==> src/rtl/slice_serializer.sv <==
// slice_serializer: captures one IN_W-bit word over a valid/ready handshake and
// emits NUM_SLICES SLICE_W-bit slices downstream with first/last markers.
// Supports back-pressure and zero-bubble back-to-back words.
// Optional feature macro: SER_WORD_CNT_EN adds a 16-bit wrapping count of
// completed words on the word_count port.
//
// state | meaning
// IDLE  | no word held, in_ready high, out_valid low
// SEND  | word held, slices pending, out_valid high
module slice_serializer #(
    parameter int IN_W       = 32,
    parameter int SLICE_W    = 4,
    parameter int NUM_SLICES = 2,
    parameter int MSB_FIRST  = 0,
    localparam int IDX_W     = (NUM_SLICES > 1) ? $clog2(NUM_SLICES) : 1
) (
    input  logic               clk,
    input  logic               rst_n,
    input  logic               in_valid,
    output logic               in_ready,
    input  logic [IN_W-1:0]    in_data,
    output logic               out_valid,
    input  logic               out_ready,
    output logic [SLICE_W-1:0] out_data,
    output logic               out_first,
    output logic               out_last,
    output logic [IDX_W-1:0]   slice_idx
`ifdef SER_WORD_CNT_EN
    ,
    output logic [15:0]        word_count
`endif
);

    // Only the low NUM_SLICES*SLICE_W bits of a word are ever emitted.
    localparam int HELD_W = (NUM_SLICES < 1) ? SLICE_W : NUM_SLICES * SLICE_W;
    localparam logic [IDX_W-1:0] LAST_BEAT = IDX_W'((NUM_SLICES < 1) ? 0 : NUM_SLICES - 1);

    generate
        if ((NUM_SLICES < 1) || (NUM_SLICES * SLICE_W > IN_W)) begin : g_bad_params
            $error("slice_serializer: NUM_SLICES must be 1..IN_W/SLICE_W");
        end
    endgenerate

    typedef enum logic {
        IDLE = 1'b0,
        SEND = 1'b1
    } state_t;

    state_t              state;
    state_t              state_nxt;
    logic [IDX_W-1:0]    beat;
    logic [IDX_W-1:0]    beat_nxt;
    logic [HELD_W-1:0]   held;
    logic [HELD_W-1:0]   held_nxt;
    logic [IDX_W-1:0]    sel;
    logic                beat_acc;
    logic                last_acc;
    logic                unused_in;

    // Upper input bits are intentionally ignored.
    assign unused_in = ^in_data;

    assign out_valid = (state == SEND);
    assign out_first = (beat == '0);
    assign out_last  = (beat == LAST_BEAT);
    assign slice_idx = beat;
    assign beat_acc  = out_valid && out_ready;
    assign last_acc  = beat_acc && out_last;
    // in_ready depends on out_ready only, never on in_valid.
    assign in_ready  = (state == IDLE) || last_acc;

    // Select the slice for the current beat from the held word.
    always_comb begin
        sel      = (MSB_FIRST != 0) ? (LAST_BEAT - beat) : beat;
        out_data = '0;
        for (int k = 0; k < NUM_SLICES; k++) begin
            if (sel == IDX_W'(k)) begin
                out_data = held[k*SLICE_W +: SLICE_W];
            end
        end
    end

    // Next-state, beat and held-word logic.
    always_comb begin
        state_nxt = state;
        beat_nxt  = beat;
        held_nxt  = held;
        case (state)
            IDLE: begin
                if (in_valid) begin
                    held_nxt  = in_data[HELD_W-1:0];
                    beat_nxt  = '0;
                    state_nxt = SEND;
                end
            end
            SEND: begin
                if (beat_acc) begin
                    if (!out_last) begin
                        beat_nxt = beat + IDX_W'(1);
                    end else if (in_valid) begin
                        // Zero-bubble: next word captured on the last-beat edge.
                        held_nxt = in_data[HELD_W-1:0];
                        beat_nxt = '0;
                    end else begin
                        beat_nxt  = '0;
                        state_nxt = IDLE;
                    end
                end
            end
            default: begin
                state_nxt = IDLE;
                beat_nxt  = '0;
            end
        endcase
    end

    // State, beat and held-word registers.
    always_ff @(posedge clk or negedge rst_n) begin
        if (!rst_n) begin
            state <= IDLE;
            beat  <= '0;
            held  <= '0;
        end else begin
            state <= state_nxt;
            beat  <= beat_nxt;
            held  <= held_nxt;
        end
    end

`ifdef SER_WORD_CNT_EN
    logic [15:0] word_cnt_q;

    // Completed-word counter, wraps naturally at 16 bits.
    always_ff @(posedge clk or negedge rst_n) begin
        if (!rst_n) begin
            word_cnt_q <= '0;
        end else if (last_acc) begin
            word_cnt_q <= word_cnt_q + 16'd1;
        end
    end

    assign word_count = word_cnt_q;
`endif

endmodule
==> config.mk <==
export PLATFORM = sky130hd
export DESIGN_NAME = slice_serializer
export DESIGN_NICKNAME = d
export VERILOG_FILES = /design/src/rtl/slice_serializer.sv
export SDC_FILE = /design/constraint.sdc
export NUM_CORES = 1
export LEC_CHECK = 0
export CAP_MARGIN = 5
export CORE_MARGIN = 2
export CORE_UTILIZATION = 32
export DETAILED_ROUTE_END_ITERATION = 12
export GPL_TIMING_DRIVEN = 0
export PLACE_DENSITY = 0.77
export SYNTH_ARGS = -nofsm -noshare
export SYNTH_HDL_FRONTEND = slang
export SYNTH_SLANG_ARGS = --single-unit
==> constraint.sdc <==
create_clock -name clk -period 1.2 [get_ports clk]
set_input_delay 0.24 -clock clk [delete_from_list [all_inputs] [get_ports clk]]
set_output_delay 0.24 -clock clk [all_outputs]
set_load 0.005 [all_outputs]
==> impl_results.rst <==
.. list-table::
   :header-rows: 1

   * - Metric
     - Value
   * - Static leakage power
     - just over 0.4 nW
   * - Clock sink total
     - 10
   * - # IOs
     - 45
   * - Area enclosed by the die boundary
     - 2180 um^2
   * - Initial Utilization
     - 33.8%
   * - Num rows
     - 15
   * - Category of cells accounting for the largest share of critical-path delay
     - flip-flops
   * - Setup clock skew after layout
     - 3.21 ps
   * - Bufs on Longest Clock Path
     - 2
   * - Startpoint type of the worst setup path
     - register
   * - Total standard cell area after synthesis
     - 583 um^2
   * - Fill cells
     - 164
   * - CP Cell Sequence
     - buf_6 -> a21boi_4 -> inv_1 -> buf_2
   * - Htree depth
     - 1
   * - Max FO, Critical Path
     - 4
   * - Total iterations of the first detailed-routing run
     - 4
   * - Initial antenna violation count
     - 0
   * - Period utilization
     - 114%
   * - DR vias/cell
     - 4.50
   * - Arrival time reported for the critical path endpoint
     - 1130 ps
   * - Required time of the critical path
     - 960 ps
   * - Global-route wire length before repair
     - roughly 2200 um
   * - P&R area growth vs syn
     - 54.3%
   * - Clock-pin transition on the worst setup and hold timing paths
     - 60 ps
   * - Gp weighted congestion
     - about 0.76
   * - Crit path setup slack, layout
     - -165 ps
   * - Port-buffer cells
     - 20
   * - Routed wire length per instance
     - 12.1 um
   * - Critical path's largest stage delay
     - 440 ps
   * - Yosys warns
     - 0
   * - Proportion of layout cells with a drive suffix above 1
     - 52.3%
   * - Total clock buffers created by CTS
     - 3
   * - Placed cells
     - 101
   * - Maximum vdd ir drop
     - 790 uV
   * - Status
     - complete, but fails checks
   * - Antenna diode count
     - 0
   * - Setup TNS
     - -750 ps
   * - Endpoints failing hold
     - 0
   * - Worst Max-Slew Pin Slew
     - 459 ps
   * - Placeable core region
     - 1730 um^2
   * - Worst min-delay path category
     - in -> async
   * - Final HPWL from detailed placement
     - 866 um
   * - FF+latch area
     - 251 um^2
   * - Maximum number of pins on one net before global-route repair
     - 11
   * - Count of state elements after synthesis
     - 10
   * - Setup-failing EPs final
     - 8
   * - Cell at the root of the clock tree
     - clkbuf_4
   * - Synthesized instance count
     - between 50 and 60
   * - Total wire length after detailed routing
     - 1340 um
   * - Via total after detailed routing
     - 500
   * - TritonCTS clock tree
     - built
   * - Class of the most critical setup path
     - reg -> out
   * - Maximum Capacitance Violations
     - 0
   * - Slowest cell on crit path
     - dfrtp_2
   * - Total track usage
     - 15.4%
   * - Nets
     - ~120
   * - Worst hold slack across all endpoints
     - 298 ps
   * - Clk_lat worst skew
     - 260 ps
   * - Seq/Total Area, Yosys
     - 42.9%
   * - Post-Synthesis Net Count
     - 92
   * - Iteration-0 DRC count of the detailed router
     - 9
   * - Utilization after layout
     - 52.1%
   * - Number of global-route vias before repair
     - roughly 530
   * - Post-layout instance count excluding filler cells
     - about 110
   * - Vertical die dimension
     - 46.7 um
   * - Drt drc
     - 0
   * - Type of destination of the critical path
     - output pin
   * - Power per unit of standard cell area
     - 1850 nW/um^2
   * - Pins over their slew limit
     - 0
   * - Highest Clock Rate
     - 732 MHz
   * - Minimum setup slack after placement
     - -705 ps
   * - Failing checks
     - negative setup slack
   * - Rel. slew slack
     - 69.3%
   * - Buf+Inv Stages, Crit Path
     - 3
   * - Unrepaired setup endpoints after global routing
     - yes
   * - X dimension of the die
     - between 40 and 50 um
   * - Clock period minus final worst setup slack
     - about 1400 ps
   * - Area of combinational cells with multiple inputs
     - 294 um^2
   * - Global-route congestion overflow total
     - 0
   * - Post-synthesis average cell area
     - 10.4 um^2
   * - Post-DRT Antenna Nets
     - 0
   * - Number of library cell types mapped by synthesis
     - 16
[Yosys cell counts]
cell      instances  share of area [%]
dfrtp_1          10                 43
nor2b_1           1                1.1
o32ai_2           8                 22
buf_6             1                1.9
mux2_2            1                1.9
o21ai_0           4                3.4
buf_4             1                1.3
and3_4            1                1.9
nand2_1          12                7.7
inv_1            10                6.4
buf_2             2                1.7
or2_2             1                1.1
a21boi_4          1                3.2
o21ai_1           1               0.86
nand3b_1          1                1.3
clkbuf_2          1               0.86
[routing by layer]
metal  track usage (%)  wire length, um  vias up
met4              10.6               19        0
met1              15.5              535      239
li1                  -                -      249
met5                 0                0        -
met2              28.3              759       10
met3              2.35               28        2
[final timing paths]
kind	from	endpoint	slack [ps]	depth (start not counted)
worst min register to register	held[3]	held[3]	560	2
worst min-delay path	rst_n	held[5]	300	1
min in group clk	in_data[4]	held[4]	560	3
worst max-delay path	out_last	in_ready	-170	4
worst max register to register	out_valid	out_valid	-30	4
max in group asynchronous	rst_n	out_last	560	1
[power by group]
group	internal (W)	leakage, nW	switching (W)
Combinational	0.000523	0.281	0.000377
Clock	0.000115	0.0138	0.000107
Sequential	0.000472	0.120	0.0000742
Total	0.00111	0.415	0.000558
[repair_timing]
| action | in CTS | in global routing |
|---|---|---|
| gates cloned | 1 | 0 |
| buffers inserted | 5 | 3 |
| hold buffers | 0 | 0 |
| resized for setup | 48 | 6 |
| pin swaps | 5 | 1 |
| setup endpoints to repair | 9 | 17 |
[flip-flops by register name, indices dropped and copies added (netlist names)]
register,flops
out_valid,1
out_last,1
held,8
[cells by family (layout without fill, tap and decap cells)]
logic type	count (synthesis)	after routing	share of synthesized area (%)
multiplexers	1	1	1.93
AO/OA/AOI/OAI	14	14	29.8
flip-flops	10	10	42.9
AND/OR/NAND/NOR	16	16	13.1
buffers and inverters	15	45	12.2
[layout make-up]
class	instances	share of cell area [%]
Clock buffer	3	2.50
Multi-Input combinational cell	31	32.7
Buffer	4	3.48
Sequential cell	10	28.0
Tap cell	25	3.48
Timing Repair Buffer	28	25.7
Inverter	10	4.17
[through the flow]
stage	total power, W	cell area (um^2)
6_report	0.00167	900
5_1_grt	0.00178	900
4_1_cts	0.00164	887
3_5_place_dp	0.00132	815
3_3_place_gp	0.00130	815
2_1_floorplan	0.000982	583
[placed cells by master, fill, tap and decap left out, drive strengths merged]
| master | n |
|---|---|
| buf | 19 |
| nand2 | 12 |
| clkdlybuf4s50 | 11 |
| inv | 10 |
| dfrtp | 10 |
| o32ai | 8 |
| clkbuf | 5 |
| o21ai | 5 |
| a21boi | 1 |
| or2 | 1 |
| and3 | 1 |
| nor2b | 1 |
| mux2 | 1 |
| nand3b | 1 |
Note: power is estimated with default switching activity, not from simulation.
